$ cat config.mk
export PLATFORM = sky130hd
export DESIGN_NAME = ctrl_pipe
export DESIGN_NICKNAME = d
export VERILOG_FILES = /design/src/rtl/ctrl_pipe.sv
export SDC_FILE = /design/constraint.sdc
export NUM_CORES = 1
export LEC_CHECK = 0
export BUFFER_PORTS_ARGS = -buffer_cell sky130_fd_sc_hd__buf_2
export CAP_MARGIN = 15
export CORE_MARGIN = 1.5
export CORE_UTILIZATION = 44
export CTS_CLUSTER_DIAMETER = 120
export DETAILED_ROUTE_END_ITERATION = 8
export GPL_TIMING_DRIVEN = 0
export PLACE_DENSITY = 0.74
export SLEW_MARGIN = 5
export SYNTH_ARGS = -nofsm -noshare
export SYNTH_HDL_FRONTEND = slang
export SYNTH_SLANG_ARGS = --single-unit
$ cat constraint.sdc
create_clock -name clk -period 2.2 [get_ports clk]
set_input_delay 0.22 -clock clk [delete_from_list [all_inputs] [get_ports clk]]
set_output_delay 0.22 -clock clk [all_outputs]
set_load 0.005 [all_outputs]
$ cat src/rtl/ctrl_pipe.sv
// rtl/ctrl_pipe.sv - EX/MEM/WB control pipeline with redirect and load-use hazard logic
module ctrl_pipe (
  input  logic       clk,
  input  logic       rst,
  input  logic       regwr_sgn,
  input  logic       memwr_sgn,
  input  logic       alu_sgn,
  input  logic       branch,
  input  logic       jalr,
  input  logic       jump,
  input  logic [1:0] result_sgn,
  input  logic [1:0] imm_sgn,
  input  logic [1:0] alu_wire,
  input  logic [2:0] func3,
  input  logic [4:0] rs1_d,
  input  logic [4:0] rs2_d,
  input  logic [4:0] rd_d,
  input  logic       zero_e,
  input  logic       lt_e,
  input  logic       ltu_e,
  output logic       alu_sgn_e,
  output logic [1:0] alu_wire_e,
  output logic [2:0] func3_e,
  output logic [4:0] rd_e,
  output logic       pc_src_e,
  output logic       jalr_e,
  output logic       memwr_m,
  output logic       regwr_m,
  output logic [1:0] result_m,
  output logic [4:0] rd_m,
  output logic       regwr_w,
  output logic [1:0] result_w,
  output logic [4:0] rd_w,
  output logic       stall_f,
  output logic       stall_d,
  output logic       flush_d,
  output logic       flush_e
);

  logic       regwr_e;
  logic [1:0] result_e;
  logic       memwr_e;
  logic       branch_e;
  logic       jump_e;
  logic       cond;
  logic       flag_sel;
  logic       lwstall;

  // imm_sgn selects the immediate format in decode only; nothing here consumes it
  logic unused_imm;
  assign unused_imm = ^imm_sgn;

  always_ff @(posedge clk or posedge rst) begin
    if (rst) begin
      regwr_e    <= 1'b0;
      result_e   <= 2'b00;
      memwr_e    <= 1'b0;
      alu_sgn_e  <= 1'b0;
      alu_wire_e <= 2'b00;
      branch_e   <= 1'b0;
      jalr_e     <= 1'b0;
      jump_e     <= 1'b0;
      func3_e    <= 3'b000;
      rd_e       <= 5'd0;
    end else if (flush_e) begin
      regwr_e    <= 1'b0;
      result_e   <= 2'b00;
      memwr_e    <= 1'b0;
      alu_sgn_e  <= 1'b0;
      alu_wire_e <= 2'b00;
      branch_e   <= 1'b0;
      jalr_e     <= 1'b0;
      jump_e     <= 1'b0;
      func3_e    <= 3'b000;
      rd_e       <= 5'd0;
    end else begin
      regwr_e    <= regwr_sgn;
      result_e   <= result_sgn;
      memwr_e    <= memwr_sgn;
      alu_sgn_e  <= alu_sgn;
      alu_wire_e <= alu_wire;
      branch_e   <= branch;
      jalr_e     <= jalr;
      jump_e     <= jump;
      func3_e    <= func3;
      rd_e       <= rd_d;
    end
  end

  always_ff @(posedge clk or posedge rst) begin
    if (rst) begin
      regwr_m  <= 1'b0;
      result_m <= 2'b00;
      memwr_m  <= 1'b0;
      rd_m     <= 5'd0;
      regwr_w  <= 1'b0;
      result_w <= 2'b00;
      rd_w     <= 5'd0;
    end else begin
      regwr_m  <= regwr_e;
      result_m <= result_e;
      memwr_m  <= memwr_e;
      rd_m     <= rd_e;
      regwr_w  <= regwr_m;
      result_w <= result_m;
      rd_w     <= rd_m;
    end
  end

  // func3[2:1] picks the flag, func3[0] inverts it; 01x encodings are never taken
  always_comb begin
    flag_sel = func3_e[2] ? (func3_e[1] ? ltu_e : lt_e) : zero_e;
    cond     = (func3_e[2] | ~func3_e[1]) & (flag_sel ^ func3_e[0]);
  end

  assign pc_src_e = jump_e | jalr_e | (branch_e & cond);
  assign lwstall  = (result_e == 2'b01) & regwr_e & (rd_e != 5'd0) &
                    ((rd_e == rs1_d) | (rd_e == rs2_d));
  assign stall_f  = lwstall & ~pc_src_e;
  assign stall_d  = lwstall & ~pc_src_e;
  assign flush_d  = pc_src_e;
  assign flush_e  = lwstall | pc_src_e;

endmodule
==> flow_summary.json <==
{
  "start_kind": "flop",
  "grt_pass1_wl_mm": 5.03,
  "total_power_uw": 2580,
  "cts_hold_buf": 0,
  "hold_path.class": "primary input to asynchronous set/reset pin",
  "combPwrFrac_pct": 40.2,
  "worstPathMaxFanout": 5,
  "yosysSeqAreaShare_pct": 62.9,
  "grtUsageTotal_pct": 19.5,
  "wl_met3_um": 205,
  "start_util_pct": 46.0,
  "fp-row-count": 20,
  "worst_pin_slew_ps": 776,
  "gp_congestion": 0.799,
  "finalCriticalPeriod_ps": 2120,
  "drt_wl_total_mm": 3.14,
  "syn-cell-area_um2": 1390,
  "status": "complete, no violations",
  "dieArea_um2": 3510,
  "tritoncts.num_buffers": 5,
  "max-slew-margin-rel_pct": 48.2,
  "rsz0062_at_grt": "false",
  "fin_nets": 229,
  "hold_violations": 0,
  "drive_gt1_share_pct": 48.7,
  "clock_skew_ps": 5.98,
  "period_share_pct": 96.1,
  "max_freq_ghz": 0.473,
  "ys_seq_elements": 35,
  "route.met2.wl_mm": 1.58,
  "cap_viol_max_count": 0,
  "vias_per_cell": 4.99,
  "drt-wirelength-per-cell_um": 13.1,
  "swShare_pct": 33.3,
  "top_layer_used": "met4",
  "grt_max_degree": 20,
  "drv_slew": 0,
  "cp.required_ps": 1980,
  "diodes": 0,
  "finalSetupViolCount": 0,
  "peakVddDrop_mv": 0.745,
  "critPathCaptureType": "primary output",
  "synth_cells": 114,
  "synth_cell_types": 24,
  "gr-total-overflow": 0,
  "p_sw_uw": 856,
  "critPathKind": "flop to primary output",
  "synth_area_per_cell_um2": 12.2,
  "clock_latency_ps": 340,
  "wl_met1_mm": 1.30,
  "htree_levels": 2,
  "grt_antenna_before_repair": 0,
  "cp_data_arrival_time_ps": 1900,
  "first_iter_violations": 31,
  "clk_path_buf_depth": 2,
  "clk_pin_slew_ps": 110,
  "clock_power_share_pct": 18.8,
  "core-area_um2": 3030,
  "cts.sinks": 35,
  "antenna_left": 0,
  "drcViolationCount": 0,
  "vias": 1193,
  "cts-root-buf": "clkbuf_4",
  "ioPinCount": 69,
  "power_leakage_uw": 0.00103,
  "fin_tns_setup_ps": 0,
  "power_density_nw_per_um2": 1310,
  "portBuffers": 66,
  "firstDrtPassIters": 4,
  "tritoncts": "built",
  "die_h_um": 59.3,
  "grt_pass1_vias": 1118,
  "place_hpwl_mm": 2.23,
  "synthesis.nets": 149,
  "intPower_uw": 1720,
  "seq_power_share_pct": 41.0,
  "area_delta_synth_final_pct": 41.4,
  "die_x_um": 59.3,
  "yosys_warnings": 0
}
-- final cells by class --
class	instances	area (µm²)
Clock inverter	2	35.0
Clock buffer	6	51.3
Fill cell	259	1060
Buffer	9	61.3
Timing Repair Buffer	75	424
Inverter	2	7.51
Multi-Input combinational cell	66	458
Sequential cell	35	877
Tap cell	44	55.1
-- power by group through the flow --
stage               logic, µW  clock network (µW)  registers, µW
finish                   1030                 485           1060
global route             1150                 523           1090
CTS                      1010                 493           1050
detailed placement        926                   0           1080
global placement          899                   0           1060
floorplan                 529                   0           1080
-- kinds of logic (layout without fill, tap and decap cells) --
kind of cell,after synthesis,after routing,synth area share [%]
simple gates,31,31,14.5
xor+xnor,10,10,6.29
buf+inv,13,94,5.66
mux,1,1,0.719
flops,35,35,62.9
compound gates,24,24,9.97
-- registers in the layout (all words and copies together) (netlist names), 2 cells and up --
| register | flops |
|---|---|
| rd_e | 5 |
| func3_e | 3 |
| rd_w | 5 |
| result_m | 2 |
| rd_m | 5 |
| result_e | 2 |
| alu_wire_e | 2 |
| result_w | 2 |
-- metal layers --
| layer | vias to the layer above | GRT usage (%) |
|---|---|---|
| li1 | 572 | - |
| met4 | 0 | 8.77 |
| met3 | 7 | 5.90 |
| met2 | 51 | 30.6 |
| met1 | 563 | 24.7 |
| met5 | - | 0 |
-- worst max-delay path: stages (launching register included) --
cell	delay, ps
dfrtp_1	430
mux2i_2	190
a2111o_1	390
buf_6	140
nand3_4	50
and3b_2	220
buf_2	120
-- synth_stat cells, drive strengths merged --
| cell | n | area share (%) |
|---|---|---|
| nor3 | 1 | 0.36 |
| dfrtp | 35 | 63 |
| inv | 2 | 0.54 |
| o31a | 1 | 0.63 |
| a211oi | 1 | 0.54 |
| mux2i | 1 | 0.72 |
| a21o | 1 | 0.54 |
| xnor2 | 10 | 6.3 |
| or3b | 1 | 0.63 |
| a21oi | 18 | 6.5 |
| and2b | 1 | 0.54 |
| o22ai | 1 | 0.45 |
| nor2 | 2 | 0.54 |
| clkbuf | 5 | 1.3 |
| nand4 | 19 | 9.0 |
| nand2 | 3 | 0.81 |
| a2111o | 1 | 0.81 |
| buf | 6 | 3.8 |
| o21bai | 1 | 0.54 |
| and3b | 1 | 0.63 |
| nand3 | 3 | 2.0 |
-- repair_timing --
item / CTS / global route
buffers inserted: 5 / 3
pin swaps: 2 / 3
gates resized for setup: 3 / 9
endpoints found under the hold margin: 0 / 0
endpoints found under the setup margin: 3 / 4
-- cells in the final DEF, fill, tap and decap left out, types with 3 or more instances in the layout --
| master | netlist | routed |
|---|---|---|
| clkbuf_1 | 5 | 3 |
| nand2_1 | 3 | 3 |
| buf_4 | 4 | 10 |
| xnor2_1 | 10 | 10 |
| dfrtp_1 | 35 | 34 |
| buf_6 | 2 | 3 |
| buf_2 | 0 | 65 |
| a21oi_1 | 18 | 18 |
| clkbuf_4 | 0 | 6 |
| nand4_1 | 18 | 18 |
-- worst paths after layout --
kind                                       from                  to  slack, ps  cells after the start
max reg2reg                func3_e[1]$_DFF_PP0_   rd_e[2]$_DFF_PP0_        500                      7
min in group clk                           jump    jump_e$_DFF_PP0_         90                      3
min reg2reg                   memwr_e$_DFF_PP0_   memwr_m$_DFF_PP0_        370                      0
min                                         rst  branch_e$_DFF_PP0_        0.5                      2
max in group asynchronous                   rst   rd_e[4]$_DFF_PP0_       1640                      3
max                        func3_e[1]$_DFF_PP0_             stall_d         80                      6
-- through the flow --
stage	hold WS [ps]	utilization (%)	std cells	area (µm²)	setup slack (ps)
2_1_floorplan	331	-	114	1390	392
3_3_place_gp	334	58.7	224	1780	276
3_5_place_dp	354	59.6	225	1810	235
4_1_cts	23.1	63.8	237	1930	6.39
5_1_grt	56.6	65.0	239	1970	13.9
6_report	0.528	65.0	239	1970	84.8
No activity file was read; power rests on OpenSTA's default activity.
